## config.mk

```make
export PLATFORM = sky130hd
export DESIGN_NAME = seq_shift_add_multiplier_flat
export DESIGN_NICKNAME = d
export VERILOG_FILES = /design/src/rtl/seq_shift_add_multiplier_pkg.sv /design/src/rtl/seq_shift_add_multiplier_if.sv /design/src/rtl/seq_shift_add_multiplier_cond_negate.sv /design/src/rtl/seq_shift_add_multiplier.sv /design/src/flat_wrapper.sv
export SDC_FILE = /design/constraint.sdc
export NUM_CORES = 1
export LEC_CHECK = 0
export CORE_AREA = 2 2 86 88
export DETAILED_ROUTE_END_ITERATION = 8
export DIE_AREA = 0 0 88 90
export DONT_BUFFER_PORTS = 1
export MAX_ROUTING_LAYER = met4
export PLACE_DENSITY_LB_ADDON = 0.3
export SLEW_MARGIN = 25
export SYNTH_ARGS = -nofsm -noshare
export SYNTH_HDL_FRONTEND = slang
export SYNTH_SLANG_ARGS = --single-unit
```

## constraint.sdc

```tcl
create_clock -name clk -period 7.05 [get_ports clk]
set_clock_uncertainty 0.2 [all_clocks]
set_input_delay 1.41 -clock clk [delete_from_list [all_inputs] [get_ports clk]]
set_output_delay 1.41 -clock clk [all_outputs]
set_load 0.01 [all_outputs]
```

## src/rtl/seq_shift_add_multiplier_pkg.sv

```systemverilog
// Shared types and helpers for the shift-add multiplier.
// Holds the FSM state encoding and the counter-width helper.
package mult_pkg;

  localparam int STATE_W = 2;

  typedef enum logic [STATE_W-1:0] {
    S_IDLE = 2'd0,
    S_BUSY = 2'd1,
    S_DONE = 2'd2
  } state_t;

  function automatic int CNT_W(input int w);
    return $clog2(w + 1);
  endfunction

endpackage

```

## src/rtl/seq_shift_add_multiplier_if.sv

```systemverilog
// Operand/result handshake bundle for the shift-add multiplier.
// master drives operands and out_ready; slave returns ready/valid/product.
interface seq_shift_add_multiplier_if #(
  parameter int WIDTH = 8
);

  logic               in_valid;
  logic               in_ready;
  logic               is_signed;
  logic [WIDTH-1:0]   a;
  logic [WIDTH-1:0]   b;
  logic               out_valid;
  logic               out_ready;
  logic [2*WIDTH-1:0] product;

  modport master (
    output in_valid,
    output is_signed,
    output a,
    output b,
    output out_ready,
    input  in_ready,
    input  out_valid,
    input  product
  );

  modport slave (
    input  in_valid,
    input  is_signed,
    input  a,
    input  b,
    input  out_ready,
    output in_ready,
    output out_valid,
    output product
  );

endinterface

```

## src/rtl/seq_shift_add_multiplier_cond_negate.sv

```systemverilog
// Conditional two's-complement negation: o_out = i_neg ? -i_in : i_in.
// Ports: i_in (N), i_neg (1), o_out (N).
module cond_negate #(
  parameter int N = 8
) (
  input  logic [N-1:0] i_in,
  input  logic         i_neg,
  output logic [N-1:0] o_out
);

  assign o_out = i_neg ? (~i_in + 1'b1) : i_in;

endmodule

```

## src/rtl/seq_shift_add_multiplier.sv

```systemverilog
// Iterative shift-add multiplier, WIDTH x WIDTH -> 2*WIDTH, signed/unsigned.
// Ports: clk, rst_n (async low), bus (slave handshake). Macro: EARLY_DONE_EN.
module seq_shift_add_multiplier
  import mult_pkg::*;
#(
  parameter int WIDTH = 8
) (
  input  logic                         clk,
  input  logic                         rst_n,
  seq_shift_add_multiplier_if.slave    bus
);

  localparam int CW = CNT_W(WIDTH);
  localparam int PW = 2 * WIDTH;

  state_t             r_state;
  logic [PW-1:0]      r_mcand;
  logic [WIDTH-1:0]   r_mplier;
  logic [PW-1:0]      r_acc;
  logic [CW-1:0]      r_cnt;
  logic               r_neg;
  logic [PW-1:0]      r_product;

  logic [WIDTH-1:0]   w_a_abs;
  logic [WIDTH-1:0]   w_b_abs;
  logic [PW-1:0]      w_acc_next;
  logic [PW-1:0]      w_res;
  logic               w_last;
  logic               w_a_neg;
  logic               w_b_neg;

  assign w_a_neg = bus.is_signed & bus.a[WIDTH-1];
  assign w_b_neg = bus.is_signed & bus.b[WIDTH-1];

  // |min| wraps to 2^(W-1), which is the right magnitude read as unsigned
  cond_negate #(.N(WIDTH)) u_neg_a (
    .i_in  (bus.a),
    .i_neg (w_a_neg),
    .o_out (w_a_abs)
  );

  cond_negate #(.N(WIDTH)) u_neg_b (
    .i_in  (bus.b),
    .i_neg (w_b_neg),
    .o_out (w_b_abs)
  );

  assign w_acc_next = r_mplier[0] ? (r_acc + r_mcand) : r_acc;

`ifdef EARLY_DONE_EN
  assign w_last = (r_cnt == CW'(1)) ||
                  ((r_mplier >> 1) == '0);
`else
  assign w_last = (r_cnt == CW'(1));
`endif

  cond_negate #(.N(PW)) u_neg_p (
    .i_in  (w_acc_next),
    .i_neg (r_neg),
    .o_out (w_res)
  );

  always_ff @(posedge clk or negedge rst_n) begin
    if (!rst_n) begin
      r_state   <= S_IDLE;
      r_mcand   <= '0;
      r_mplier  <= '0;
      r_acc     <= '0;
      r_cnt     <= '0;
      r_neg     <= 1'b0;
      r_product <= '0;
    end else begin
      unique case (r_state)
        S_IDLE: begin
          if (bus.in_valid) begin
            r_mcand  <= {{WIDTH{1'b0}}, w_a_abs};
            r_mplier <= w_b_abs;
            r_neg    <= w_a_neg ^ w_b_neg;
            r_acc    <= '0;
            r_cnt    <= CW'(WIDTH);
            r_state  <= S_BUSY;
          end
        end
        S_BUSY: begin
          r_acc    <= w_acc_next;
          r_mcand  <= r_mcand << 1;
          r_mplier <= r_mplier >> 1;
          r_cnt    <= r_cnt - 1'b1;
          if (w_last) begin
            r_product <= w_res;
            r_state   <= S_DONE;
          end
        end
        S_DONE: begin
          if (bus.out_ready) r_state <= S_IDLE;
        end
        default: r_state <= S_IDLE;
      endcase
    end
  end

  assign bus.in_ready  = (r_state == S_IDLE);
  assign bus.out_valid = (r_state == S_DONE);
  assign bus.product   = r_product;

endmodule

```

## src/flat_wrapper.sv

```systemverilog
// flat-port wrapper written by rule: the top's interface ports become plain ports
module seq_shift_add_multiplier_flat import mult_pkg::*;
#(
  parameter int WIDTH = 8
)
  (clk, rst_n, bus_in_valid, bus_is_signed, bus_a, bus_b, bus_out_ready, bus_in_ready, bus_out_valid, bus_product);
  seq_shift_add_multiplier_if #(.WIDTH(WIDTH)) bus_i ();
  input  logic clk;
  input  logic rst_n;
  input wire logic [$bits(bus_i.in_valid)-1:0] bus_in_valid;
  input wire logic [$bits(bus_i.is_signed)-1:0] bus_is_signed;
  input wire logic [$bits(bus_i.a)-1:0] bus_a;
  input wire logic [$bits(bus_i.b)-1:0] bus_b;
  input wire logic [$bits(bus_i.out_ready)-1:0] bus_out_ready;
  output wire logic [$bits(bus_i.in_ready)-1:0] bus_in_ready;
  output wire logic [$bits(bus_i.out_valid)-1:0] bus_out_valid;
  output wire logic [$bits(bus_i.product)-1:0] bus_product;
  assign bus_i.in_valid = bus_in_valid;
  assign bus_i.is_signed = bus_is_signed;
  assign bus_i.a = bus_a;
  assign bus_i.b = bus_b;
  assign bus_i.out_ready = bus_out_ready;
  assign bus_in_ready = bus_i.in_ready;
  assign bus_out_valid = bus_i.out_valid;
  assign bus_product = bus_i.product;
  seq_shift_add_multiplier #(.WIDTH(WIDTH)) u_core (.clk(clk), .rst_n(rst_n), .bus(bus_i));
endmodule
```

==> impl_metrics.toml <==
[clocking]
clockBufferDepth = 2
numCtsBuffers = 9
cts_tree = "built"
cts_sinks = 63
htree_levels = 3
clkSlewWorstSetupHoldPaths_ns = 0.06
clk_latency_ns = 0.34
clock-root-buffer = "clkbuf_8"
holdBufCountCts = 0
cts_resized = 0
cts_setup_buffers = 0

[logic_synthesis]
postSynthAreaPerCell_um2 = 8.861
syn_inst = 463
netlist_top_cells_count = "nand2_1 (64), dfrtp_1 (63), o21ai_0 (58)"
synth_top_area_share_pct = 38.43
syn-num-nets = 505
ys_seq_area_share_pct = 38.43
ys_warn_count = 0
ys_types = 66
yosys_most_used_dff = "dfrtp_1"
async_reset_ff_share_pct = 100.0
yosysMostFrequentCell = "nand2_1"
ys_ff_latch = 63
synthTopCellsByArea = "dfrtp_1 (38%), o21ai_0 (7.1%), ha_1 (6.1%), nand2_1 (5.9%), xnor2_1 (4.5%)"
synth_top_cell_by_area = "dfrtp_1"
syn_area_um2 = 4103
synth-edff-count = 0

[sta]
finalCriticalPeriod_ns = 3.471
rsz0062_at_grt = "no"
worst_hold_slack_ns = 0.3124
timing.fmax_mhz = 288.1
hold_viol_final = 0
worstMarginPinSlew_ns = 0.9767
report.final.slew_viol_count = 0
setup_violations = 0
min_period_over_period_pct = 49.24
setup-tns-final_ns = 0
fin_ws_ns = 3.579
relSlewSlack_pct = 34.73

[die]
initial_core_util_pct = 58.44
dieHeight_um = 90
io_pins = 39
core-area_um2 = 7020
die_w_um = 88
rows = 31
die_area_um2 = 7920

[placed_design]
dp_hpwl_mm = 6.399
place_ws_ns = 3.658
place_area_um2 = 4151
place.port_buffers = 0
gp_congestion = 0.9512

[pwr]
powerDensity_nw_per_um2 = 510.8
total_power_mw = 2.215
vdd_drop_max_mv = 0.3844
p_leak_nw = 1.847

[layout]
n_antenna_cell = 0
drive_gt1_share_pct = 7.033
layout.cell_area.non_filler_um2 = 4337
area_growth_pct = 5.703
nets = 495

[status]
status = "finished, final reports clean"

[setup_path]
startpoint_type = "flop"
arrival_ns = 3.46
crit_fanout = 28
cp-end-kind = "flop"
worst_ep_required_time_ns = 7.04
setup.worst_path.class = "reg -> reg"

[global_route]
grt_pass1_wl_mm = 15.24
grt_pass1_vias = 3220
grt_max_degree = 64
antenna_found_initial = 0
grt_usage_pct = 24.78
grt_overflow_total = 0

[drt]
num_vias = 3461
finalWirelength_mm = 8.882
vias_per_cell = 6.247
drt_iter0_drc = 339
wire_per_inst_um = 16.03
first_pass_iters = 5
drc = 0
postRouteAntennaNets = 0

[worst_hold_path]
min_path_type = "reg -> reg"

[flow_run]
drv_cap = 0
## placed cells by master, fill, tap and decap left out, drive strengths merged, types with 3 or more instances in the layout
| cell type | netlist | routed |
|---|---|---|
| nand2 | 64 | 64 |
| a21oi | 20 | 20 |
| mux2i | 5 | 5 |
| o31ai | 6 | 6 |
| o21ai | 66 | 66 |
| nand3b | 3 | 3 |
| nand2b | 9 | 9 |
| o311ai | 3 | 3 |
| xnor2 | 21 | 21 |
| nor2 | 18 | 18 |
| nor2b | 3 | 3 |
| a21o | 6 | 6 |
| a211oi | 10 | 10 |
| nor3 | 9 | 9 |
| nand3 | 24 | 24 |
| a22oi | 13 | 13 |
| a31oi | 8 | 8 |
| nand4 | 3 | 3 |
| nor4b | 3 | 3 |
| inv | 13 | 13 |
| clkbuf | 17 | 12 |
| dfrtp | 63 | 63 |
| a311oi | 4 | 4 |
| xor2 | 5 | 5 |
| and2 | 4 | 4 |
| ha | 20 | 20 |
## cell families after synthesis
family	after synthesis	share of synthesized area (%)
buffers and inverters	36	3.507
xor gates and xnor gates	26	5.551
DFF	63	38.43
adders and majority gates	21	6.587
and+or+nand+nor	152	18.33
muxes	6	1.494
AOI/OAI and AO/OA	159	26.11
## path summary, 6_finish.rpt
| check | from | end | slack [ns] | cells past startpoint |
|---|---|---|---|---|
| max in group asynchronous | rst_n | u_core.r_mcand[6] | 5.95 | 0 |
| min reg2reg | u_core.r_mplier[7] | u_core.r_mplier[7] | 0.31 | 2 |
| max reg2reg | u_core.r_mplier[0] | u_core.bus.product[15] | 3.58 | 8 |
| min in group asynchronous | rst_n | u_core.bus.product[6] | 0.56 | 0 |
| max | u_core.r_mplier[0] | u_core.bus.product[15] | 3.58 | 8 |
| min | u_core.r_mplier[7] | u_core.r_mplier[7] | 0.31 | 2 |
## report_power, final
part / internal [mW] / total (mW) / switching [mW]
clock: 0.177 / 0.305 / 0.128
combinational: 0.473 / 1.21 / 0.741
sequential: 0.522 / 0.696 / 0.174
## per-layer routing
layer	track usage, %	vias up	routed length [um]
met2	35.92	121	4126
met1	34.53	1631	4093
li1	-	1686	-
met4	9.487	0	158
met5	-	-	0
met3	4.316	23	504
## cell type report
type	count	area [um^2]
Fill cell	613	2684
Clock inverter	1	30.03
Inverter	13	48.80
Multi-Input combinational cell	364	2387
Timing Repair Buffer	2	15.01
Tap cell	99	123.9
Clock buffer	12	155.1
Sequential cell	63	1577
## registers in the layout (all words and copies together), names as in the netlist
signal              flops
u_core.r_mplier         8
u_core.r_mcand         16
u_core.r_state          2
u_core.bus.product     16
u_core.r_cnt            4
u_core.r_neg            1
u_core.r_acc           16
## worst max-delay path, stage by stage, from the launching register on
cell and delay [ns]:
dfrtp_1 0.91, inv_1 0.59, nand2_1 0.19, o221ai_1 0.16
a211oi_2 0.45, nand4_2 0.22, o41ai_2 0.34, xnor2_1 0.17
o21ai_1 0.07
## per-stage QoR
step                      util (%)  std cells
final                        61.77        554
after global routing         61.77        554
after CTS                    61.77        554
after detailed placement     59.13        541
after global placement       59.10        541
after floorplan                  -        463
No activity file was read; power rests on OpenSTA's default activity.
